File: src/rtl/i2c_slave_core.sv
// rtl/i2c_slave_core.sv - I2C target engine with input filtering, 7-bit address match,
// rx/tx byte handshakes and SCL stretching while the local side is not ready.
module i2c_slave_core #(
  parameter logic [6:0] P_SLV_ADDR = 7'h50,
  parameter int          P_FILT_LEN = 3
) (
  input  logic       CLK,
  input  logic       RESET_N,
  input  logic       EN,
  input  logic       SCL_I,
  input  logic       SDA_I,
  output logic       SCL_O_EN,
  output logic       SDA_O_EN,
  output logic       rx_vld,
  input  logic       rx_rdy,
  output logic [7:0] rx_dat,
  output logic       rx_first,
  output logic       tx_rdy,
  input  logic       tx_vld,
  input  logic [7:0] tx_dat,
  output logic       START_DET,
  output logic       STOP_DET,
  output logic       ADDR_HIT,
  output logic       RD_NACK,
  output logic       BUSY
);

  typedef enum logic [3:0] {
    S_IDLE, S_ADDR, S_ADDR_ACK, S_WR_DATA, S_WR_ACK,
    S_RD_LOAD, S_RD_DATA, S_RD_ACK, S_IGNORE
  } state_t;

  localparam logic [3:0] FILT_MAX = 4'(P_FILT_LEN - 1);

  logic [1:0] scl_sync_q, sda_sync_q;
  logic       scl_f_q, scl_f_d, sda_f_q, sda_f_d, scl_p_q, sda_p_q;
  logic [3:0] scl_cnt_q, scl_cnt_d, sda_cnt_q, sda_cnt_d;

  state_t     state_q, state_d;
  logic [3:0] bit_cnt_q, bit_cnt_d;
  logic [7:0] shift_q, shift_d;
  logic [6:0] tx_shift_q, tx_shift_d;
  logic [7:0] rx_dat_q, rx_dat_d;
  logic       rw_q, rw_d, sda_oe_q, sda_oe_d, scl_oe_q, scl_oe_d;
  logic       rx_vld_q, rx_vld_d, rx_first_q, rx_first_d, first_arm_q, first_arm_d;
  logic       tx_rdy_q, tx_rdy_d, busy_q, busy_d;
  logic       start_p_q, start_p_d, stop_p_q, stop_p_d, hit_p_q, hit_p_d, nack_p_q, nack_p_d;
  logic       scl_rise, scl_fall, start_cond, stop_cond;

  // A line's filtered copy follows the synchronized level only after it has differed for P_FILT_LEN cycles.
  always_comb begin
    scl_f_d   = scl_f_q;
    sda_f_d   = sda_f_q;
    scl_cnt_d = '0;
    sda_cnt_d = '0;
    if (!EN) begin
      scl_f_d = 1'b1;
      sda_f_d = 1'b1;
    end else begin
      if (scl_sync_q[1] != scl_f_q) begin
        if (scl_cnt_q == FILT_MAX) scl_f_d = scl_sync_q[1];
        else                       scl_cnt_d = scl_cnt_q + 4'd1;
      end
      if (sda_sync_q[1] != sda_f_q) begin
        if (sda_cnt_q == FILT_MAX) sda_f_d = sda_sync_q[1];
        else                       sda_cnt_d = sda_cnt_q + 4'd1;
      end
    end
  end

  assign scl_rise   = scl_f_q & ~scl_p_q;
  assign scl_fall   = ~scl_f_q & scl_p_q;
  assign start_cond = ~sda_f_q & sda_p_q & scl_f_q;
  assign stop_cond  = sda_f_q & ~sda_p_q & scl_f_q;

  always_comb begin
    state_d     = state_q;
    bit_cnt_d   = bit_cnt_q;
    shift_d     = shift_q;
    tx_shift_d  = tx_shift_q;
    rw_d        = rw_q;
    sda_oe_d    = sda_oe_q;
    scl_oe_d    = 1'b0;
    rx_vld_d    = rx_vld_q;
    rx_dat_d    = rx_dat_q;
    rx_first_d  = rx_first_q;
    first_arm_d = first_arm_q;
    tx_rdy_d    = 1'b0;
    busy_d      = busy_q;
    start_p_d   = 1'b0;
    stop_p_d    = 1'b0;
    hit_p_d     = 1'b0;
    nack_p_d    = 1'b0;
    if (rx_vld_q && rx_rdy) rx_vld_d = 1'b0;
    if (!EN) begin
      state_d     = S_IDLE;
      bit_cnt_d   = '0;
      shift_d     = '0;
      tx_shift_d  = '0;
      rw_d        = 1'b0;
      sda_oe_d    = 1'b0;
      rx_vld_d    = 1'b0;
      rx_dat_d    = '0;
      rx_first_d  = 1'b0;
      first_arm_d = 1'b0;
      busy_d      = 1'b0;
    end else if (start_cond) begin
      state_d   = S_ADDR;
      bit_cnt_d = '0;
      sda_oe_d  = 1'b0;
      busy_d    = 1'b1;
      start_p_d = 1'b1;
    end else if (stop_cond) begin
      state_d   = S_IDLE;
      bit_cnt_d = '0;
      sda_oe_d  = 1'b0;
      busy_d    = 1'b0;
      stop_p_d  = 1'b1;
    end else begin
      case (state_q)
        S_ADDR: begin
          if (scl_rise && bit_cnt_q != 4'd8) begin
            shift_d   = {shift_q[6:0], sda_f_q};
            bit_cnt_d = bit_cnt_q + 4'd1;
          end else if (scl_fall && bit_cnt_q == 4'd8) begin
            bit_cnt_d = '0;
            if (shift_q[7:1] == P_SLV_ADDR) begin
              sda_oe_d = 1'b1;
              rw_d     = shift_q[0];
              state_d  = S_ADDR_ACK;
            end else begin
              state_d  = S_IGNORE;
            end
          end
        end
        S_ADDR_ACK: begin
          if (scl_fall) begin
            sda_oe_d = 1'b0;
            hit_p_d  = 1'b1;
            if (rw_q) begin
              state_d = S_RD_LOAD;
            end else begin
              state_d     = S_WR_DATA;
              first_arm_d = 1'b1;
            end
          end
        end
        S_WR_DATA: begin
          if (scl_rise && bit_cnt_q != 4'd8) begin
            shift_d   = {shift_q[6:0], sda_f_q};
            bit_cnt_d = bit_cnt_q + 4'd1;
            if (bit_cnt_q == 4'd7) begin
              rx_vld_d    = 1'b1;
              rx_dat_d    = {shift_q[6:0], sda_f_q};
              rx_first_d  = first_arm_q;
              first_arm_d = 1'b0;
            end
          end else if (scl_fall && bit_cnt_q == 4'd8) begin
            sda_oe_d  = 1'b1;
            scl_oe_d  = rx_vld_q & ~rx_rdy;
            bit_cnt_d = '0;
            state_d   = S_WR_ACK;
          end
        end
        S_WR_ACK: begin
          scl_oe_d = scl_oe_q & ~(rx_vld_q & rx_rdy);
          if (scl_fall) begin
            sda_oe_d = 1'b0;
            state_d  = S_WR_DATA;
          end
        end
        S_RD_LOAD: begin
          // The stretch is kept for one more cycle after the load so the MSB settles first.
          if (tx_vld && tx_rdy_q) begin
            tx_shift_d = tx_dat[6:0];
            sda_oe_d   = ~tx_dat[7];
            scl_oe_d   = scl_oe_q;
            bit_cnt_d  = '0;
            state_d    = S_RD_DATA;
          end else begin
            tx_rdy_d = 1'b1;
            scl_oe_d = ~scl_f_q | scl_oe_q;
          end
        end
        S_RD_DATA: begin
          if (scl_fall) begin
            if (bit_cnt_q == 4'd7) begin
              sda_oe_d  = 1'b0;
              bit_cnt_d = '0;
              state_d   = S_RD_ACK;
            end else begin
              sda_oe_d   = ~tx_shift_q[6];
              tx_shift_d = {tx_shift_q[5:0], 1'b0};
              bit_cnt_d  = bit_cnt_q + 4'd1;
            end
          end
        end
        S_RD_ACK: begin
          if (scl_rise && sda_f_q) begin
            nack_p_d = 1'b1;
            state_d  = S_IGNORE;
          end else if (scl_fall) begin
            state_d = S_RD_LOAD;
          end
        end
        default: ;
      endcase
    end
  end

  always_ff @(posedge CLK or negedge RESET_N) begin
    if (!RESET_N) begin
      scl_sync_q  <= 2'b11;
      sda_sync_q  <= 2'b11;
      scl_f_q     <= 1'b1;
      sda_f_q     <= 1'b1;
      scl_p_q     <= 1'b1;
      sda_p_q     <= 1'b1;
      scl_cnt_q   <= '0;
      sda_cnt_q   <= '0;
      state_q     <= S_IDLE;
      bit_cnt_q   <= '0;
      shift_q     <= '0;
      tx_shift_q  <= '0;
      rw_q        <= 1'b0;
      sda_oe_q    <= 1'b0;
      scl_oe_q    <= 1'b0;
      rx_vld_q    <= 1'b0;
      rx_dat_q    <= '0;
      rx_first_q  <= 1'b0;
      first_arm_q <= 1'b0;
      tx_rdy_q    <= 1'b0;
      busy_q      <= 1'b0;
      start_p_q   <= 1'b0;
      stop_p_q    <= 1'b0;
      hit_p_q     <= 1'b0;
      nack_p_q    <= 1'b0;
    end else begin
      scl_sync_q  <= {scl_sync_q[0], SCL_I};
      sda_sync_q  <= {sda_sync_q[0], SDA_I};
      scl_f_q     <= scl_f_d;
      sda_f_q     <= sda_f_d;
      scl_p_q     <= scl_f_q;
      sda_p_q     <= sda_f_q;
      scl_cnt_q   <= scl_cnt_d;
      sda_cnt_q   <= sda_cnt_d;
      state_q     <= state_d;
      bit_cnt_q   <= bit_cnt_d;
      shift_q     <= shift_d;
      tx_shift_q  <= tx_shift_d;
      rw_q        <= rw_d;
      sda_oe_q    <= sda_oe_d;
      scl_oe_q    <= scl_oe_d;
      rx_vld_q    <= rx_vld_d;
      rx_dat_q    <= rx_dat_d;
      rx_first_q  <= rx_first_d;
      first_arm_q <= first_arm_d;
      tx_rdy_q    <= tx_rdy_d;
      busy_q      <= busy_d;
      start_p_q   <= start_p_d;
      stop_p_q    <= stop_p_d;
      hit_p_q     <= hit_p_d;
      nack_p_q    <= nack_p_d;
    end
  end

  assign SCL_O_EN  = scl_oe_q & EN;
  assign SDA_O_EN  = sda_oe_q & EN;
  assign rx_vld    = rx_vld_q;
  assign rx_dat    = rx_dat_q;
  assign rx_first  = rx_first_q;
  assign tx_rdy    = tx_rdy_q;
  assign START_DET = start_p_q;
  assign STOP_DET  = stop_p_q;
  assign ADDR_HIT  = hit_p_q;
  assign RD_NACK   = nack_p_q;
  assign BUSY      = busy_q;

endmodule

File: config.mk
export PLATFORM = sky130hd
export DESIGN_NAME = i2c_slave_core
export DESIGN_NICKNAME = d
export VERILOG_FILES = /design/src/rtl/i2c_slave_core.sv
export SDC_FILE = /design/constraint.sdc
export NUM_CORES = 1
export LEC_CHECK = 0
export CAP_MARGIN = 25
export CORE_AREA = 3 3 89 91
export DETAILED_ROUTE_END_ITERATION = 12
export DIE_AREA = 0 0 92 94
export PLACE_DENSITY = 0.73
export SETUP_SLACK_MARGIN = 0.3
export SYNTH_ARGS = -nofsm -noshare
export SYNTH_HDL_FRONTEND = slang
export SYNTH_SLANG_ARGS = --single-unit
File: constraint.sdc
create_clock -name CLK -period 2.7 [get_ports CLK]
set_clock_uncertainty 0.05 [all_clocks]
set_input_delay 0.405 -clock CLK [delete_from_list [all_inputs] [get_ports CLK]]
set_output_delay 0.405 -clock CLK [all_outputs]
set_load 0.05 [all_outputs]
==> results of run 1 <==
-- state kept, by name (all words and copies together), names as in the netlist, 2 cells and up --
register and count:
tx_shift_q 7, shift_q 8, state_q 4, sda_cnt_q 4
scl_sync_q 2, bit_cnt_q 4, sda_sync_q 2, rx_dat 8
scl_cnt_q 4
-- worst min path at each step --
| stage | endpoint | start |
|---|---|---|
| 2_1_floorplan | ADDR_HIT | RESET_N |
| 3_5_place_dp | scl_sync_q[1] | scl_sync_q[0] |
| 5_1_grt | rx_dat[6] | RESET_N |
| 3_3_place_gp | scl_sync_q[1] | scl_sync_q[0] |
| 6_report | rx_dat[6] | RESET_N |
| 4_1_cts | shift_q[6] | RESET_N |
-- power groups by stage --
stage / Clock, mW / Combinational (mW) / Sequential, mW
final: 0.796 / 0.165 / 0.935
after global routing: 0.857 / 0.182 / 0.938
after CTS: 0.816 / 0.168 / 0.935
after detailed placement: 0 / 0.167 / 0.951
after global placement: 0 / 0.164 / 0.950
after floorplan: 0 / 0.101 / 0.941
-- kinds of logic (layout without fill, tap and decap cells) --
family          count (synthesis)  in the layout
xor+xnor                        9              9
flops                          59             59
simple gates                  130            130
fa+ha+maj                       6              6
mux                            27             27
compound gates                 53             53
buf+inv                        35             75
-- cell type report --
cell class	count	area, sq um	area share
Multi-Input combinational cell	225	1570	0.407
Tap cell	99	124	0.0322
Sequential cell	59	1490	0.386
Timing Repair Buffer	39	400	0.104
Clock buffer	11	141	0.0367
Clock inverter	5	53.8	0.0140
Inverter	20	75.1	0.0195
-- cells in the mapped netlist (3+ instances only) --
cell type,number,area share
o211ai_1,3,0.0070
nand2_1,43,0.050
xor2_1,6,0.016
dfrtp_1,51,0.40
o22ai_1,6,0.012
nor2b_1,19,0.037
buf_2,6,0.0093
clkbuf_1,4,0.0047
xnor2_1,3,0.0082
nor2_1,17,0.020
ha_1,6,0.023
mux2i_1,25,0.078
nand2b_1,3,0.0058
and2_1,4,0.0078
and3_1,4,0.0078
nor3b_1,6,0.014
nand3_1,11,0.017
o21ai_0,6,0.0093
inv_1,20,0.023
nand4_1,3,0.0058
a21oi_1,9,0.014
dfstp_2,8,0.065
-- layer usage --
metal	part of all wire	routed length, um	vias up
met2	0.48	3290	55
met3	0.047	322	12
met1	0.45	3100	1206
met5	0	0	-
met4	0.021	143	0
li1	-	-	1186
-- through the flow --
stage | utilization | instances | hold slack, ns | power (mW) | area, sq um
floorplan | - | 319 | 0.0594 | 1.04 | 3220
global placement | 0.506 | 442 | 0.296 | 1.11 | 3650
detailed placement | 0.506 | 442 | 0.300 | 1.12 | 3650
CTS | 0.533 | 458 | 0.0488 | 1.92 | 3850
global route | 0.533 | 458 | 0.0776 | 1.98 | 3850
finish | 0.533 | 458 | 0.0326 | 1.90 | 3850
==> flow_summary.ini, run 1 <==
[setup_path]
cp.depth = 5
arrival_ns = 2.46
crit_type = register to register
worst-path-buf-inv = 0
crit_end = bit_cnt_q[3]
crit_path_cell_trace = nor3b_1, a21oi_1, a311oi_2, nand3_2, o311ai_2
crit_fanout = 17
r2r_start = state_q[0]
cp-end-kind = register
r2r-end = bit_cnt_q[3]
startpoint_type = register
ff2ff_setup_slack_ns = 0.42
crit_start = state_q[0]
worstPathRequired_ns = 2.88
cp_slowest_cell = dfrtp_1
cp_top_family = compound AO/OA/AOI/OAI gates
max_stage_delay_ns = 0.72
r2r_cells = 5

[timing]
finalSetupViolCount = 0
finalCritPeriodShare = 0.844
fmax_mhz = 439
final.min_clock_period_ns = 2.28
hold_viol = 0
rsz0062_at_grt = no
layout_setup_ws_ns = 0.422
slew_viol_final = 0
worst_slew_pin_slew_ns = 0.646
slew_headroom = 0.569
tns_ns = 0

[layout]
diodes = 0
fin_nets = 375
drive_gt1_frac = 0.150
area_growth_pct = 19.6
final_cell_mix = dfrtp_1 (51), nand2_1 (43), clkdlybuf4s50_1 (29)
fillCellCount = 682
mostFrequentLayoutCell = dfrtp_1

[place]
io_buffers = 32
routabilityCongestion = 0.939
hpwl_mm = 5.03
post-place-ws_ns = 0.402

[pwr]
power_density_nw_per_um2 = 493
clock_power_share = 0.420
swShare = 0.247
pwr-share-seq = 0.493
power.leakage_nw = 1.70
p_comb_frac = 0.087
p_switching_mw = 0.468
irDropWorstVdd_uv = 340
p_int_mw = 1.43

[global_routing]
grt_pass1_wl_mm = 11.4
grt_util_met3 = 0.0353
busiest_layer = met2
gr-usage-met2 = 0.255
grt_start_max_net_pins = 34
gr-usage-met1 = 0.227
gr-usage-all-layers = 0.168
grt_antenna_before_repair = 0
first_global_vias = 2353
grt_overflow = 0

[yosys]
ys.warnings.count = 0
synthXorXnorAreaFrac = 0.0245
synth-simple-area-share = 0.223
synth_top_family_by_area = simple AND/OR/NAND/NOR gates
synth_ff_type = dfrtp_1
synth_fa_ha_area_frac = 0.0233
synth_compound_area_frac = 0.132
synthCells = 319
syn_nets = 340
synth-edff-count = 0
synth_seq_cells = 59
syn_avg_cell_area_sq_um = 10.1
syn_area_sq_um = 3220
yosysUniqueCellTypes = 68
synth_async_sr_flop_share = 1.00
yosysSeqAreaShare = 0.462
synthMuxAreaShare = 0.0848

[floorplanning]
start_util = 0.446
die_w_um = 92
die-area_sq_um = 8650
std_cell_rows = 31
ios = 33
die_h_um = 94
core_area_sq_um = 7210

[clock_tree]
clk_pin_slew_ns = 0.07
cts.sinks = 59
cts_buffers = 9
clk_latency_ns = 0.34
htree_levels = 3
clock_path_buffers = 2
cts_resized = 0
cts_setup_buffers = 0
ctsHoldBuffers = 0
cts-root-buf = clkbuf_8
tritoncts = built

[routing]
drcViolationCount = 0
drt_pass1_iterations = 4
postRouteWirelength_mm = 6.85
vias = 2459
post_drt_wl_per_cell_um = 15.0
viasPerCell = 5.37
drt_iter0_drc = 176
ant_nets = 0

[run]
cap_viol_max_count = 0

[worst_hold_path]
hold_path_class = input pin to async pin

[status]
status = finished, final reports clean
No activity file was read; power rests on OpenSTA's default activity.
==> inputs of run 2 (changes only) <==
==> constraint.sdc (replaced) <==
create_clock -name CLK -period 2.25 [get_ports CLK]
set_clock_uncertainty 0.05 [all_clocks]
set_input_delay 0.3375 -clock CLK [delete_from_list [all_inputs] [get_ports CLK]]
set_output_delay 0.3375 -clock CLK [all_outputs]
set_load 0.05 [all_outputs]
==> flow_summary.ini, run 2 (synthesized netlist as in run 1, its figures left out) <==
[layout]
mostFrequentLayoutCell = dfrtp_1
drive_gt1_frac = 0.278
area_growth_pct = 33.0
final_cell_mix = dfrtp_1 (44), nand2_1 (42), buf_4 (36)
diodes = 0
fin_nets = 408

[setup_path]
cp-end-kind = register
arrival_ns = 2.13
worstPathRequired_ns = 2.41
crit_fanout = 6
crit_type = register to register
startpoint_type = register

[floorplanning]
core_area_sq_um = 7210
die-area_sq_um = 8650
ios = 33
std_cell_rows = 31
die_h_um = 94
die_w_um = 92
start_util = 0.446

[routing]
post_drt_wl_per_cell_um = 15.4
drt_iter0_drc = 194
drcViolationCount = 0
postRouteWirelength_mm = 7.54
viasPerCell = 5.35
ant_nets = 0
drt_pass1_iterations = 4
vias = 2629

[clock_tree]
clk_pin_slew_ns = 0.07
cts_buffers = 9
htree_levels = 3
tritoncts = built
cts-root-buf = clkbuf_8
clk_latency_ns = 0.34
cts.sinks = 59
clock_path_buffers = 2

[timing]
fmax_mhz = 509
finalCritPeriodShare = 0.872
final.min_clock_period_ns = 1.96
slew_viol_final = 0
worst_slew_pin_slew_ns = 0.526
tns_ns = 0
rsz0062_at_grt = yes
slew_headroom = 0.649
hold_viol = 0
hold_slack_ns = 0.306
finalSetupViolCount = 0

[global_routing]
first_global_vias = 2532
gr-usage-all-layers = 0.176
grt_start_max_net_pins = 39
grt_antenna_before_repair = 0
grt_overflow = 0
grt_pass1_wl_mm = 12.0

[pwr]
power_density_nw_per_um2 = 552
power_mw = 2.36
irDropWorstVdd_uv = 376
power.leakage_nw = 1.96

[status]
status = finished, final reports clean

[run]
cap_viol_max_count = 0

[place]
routabilityCongestion = 0.876
io_buffers = 32
hpwl_mm = 5.02

[worst_hold_path]
hold_path_class = register to register
==> run 2: report_power, final <==
part | total, mW | leakage, nW | switching (mW) | internal (mW)
sequential | 1.12 | 0.779 | 0.0290 | 1.09
clock | 0.981 | 0.101 | 0.409 | 0.572
combinational | 0.266 | 1.08 | 0.138 | 0.128
total | 2.36 | 1.96 | 0.576 | 1.79
==> run 2: worst max-delay path, stage by stage, from the launching register on <==
cell and delay, ns:
dfstp_2 0.58, and2b_2 0.30, a21oi_2 0.22, nor3_2 0.09
o22ai_2 0.27, mux2_4 0.33
==> run 2: path summary, 6_finish.rpt <==
check	start	end	slack (ns)	cells after the start
max	scl_f_q	state_q[2]	0.29	5
min	sda_sync_q[0]	sda_sync_q[1]	0.31	0
max reg2reg	scl_f_q	state_q[2]	0.29	5
min reg2reg	sda_sync_q[0]	sda_sync_q[1]	0.31	0
max in group asynchronous	RESET_N	scl_f_q	1.04	3
min in group asynchronous	RESET_N	rx_dat[5]	0.45	2
==> run 2: layout make-up <==
| class | instances | area [sq um] |
|---|---|---|
| multi-input cells | 225 | 1710 |
| clock buffers | 14 | 163 |
| fillers | 599 | 2940 |
| flip-flops and latches | 59 | 1500 |
| inverters | 20 | 75.1 |
| clock inverters | 2 | 35.0 |
| repair buffers | 72 | 677 |
| well taps | 99 | 124 |
==> run 2: metal layers <==
layer  track usage  routed length (um)  up-vias
li1              -                   -     1256
met1         0.224                3360     1291
met2         0.280                3650       70
met3        0.0393                 397       12
met4        0.0928                 136        0
met5             0                   0        -
==> run 2: per-stage QoR <==
stage / cell area (sq um) / setup slack [ns] / utilization / std cells
2_1_floorplan: 3220 / 0.344 / - / 319
4_1_cts: 4070 / 0.279 / 0.565 / 478
6_report: 4280 / 0.287 / 0.593 / 491
5_1_grt: 4280 / 0.225 / 0.593 / 491
3_3_place_gp: 3730 / 0.108 / 0.518 / 451
3_5_place_dp: 3730 / 0.00500 / 0.518 / 451
==> run 2: repair_timing <==
item,CTS,global route
hold endpoints to repair,21,0
endpoints found under the setup margin,21,26
buffers inserted,10,13
hold buffers,1,0
gates resized for setup,15,22
pin swaps,3,8
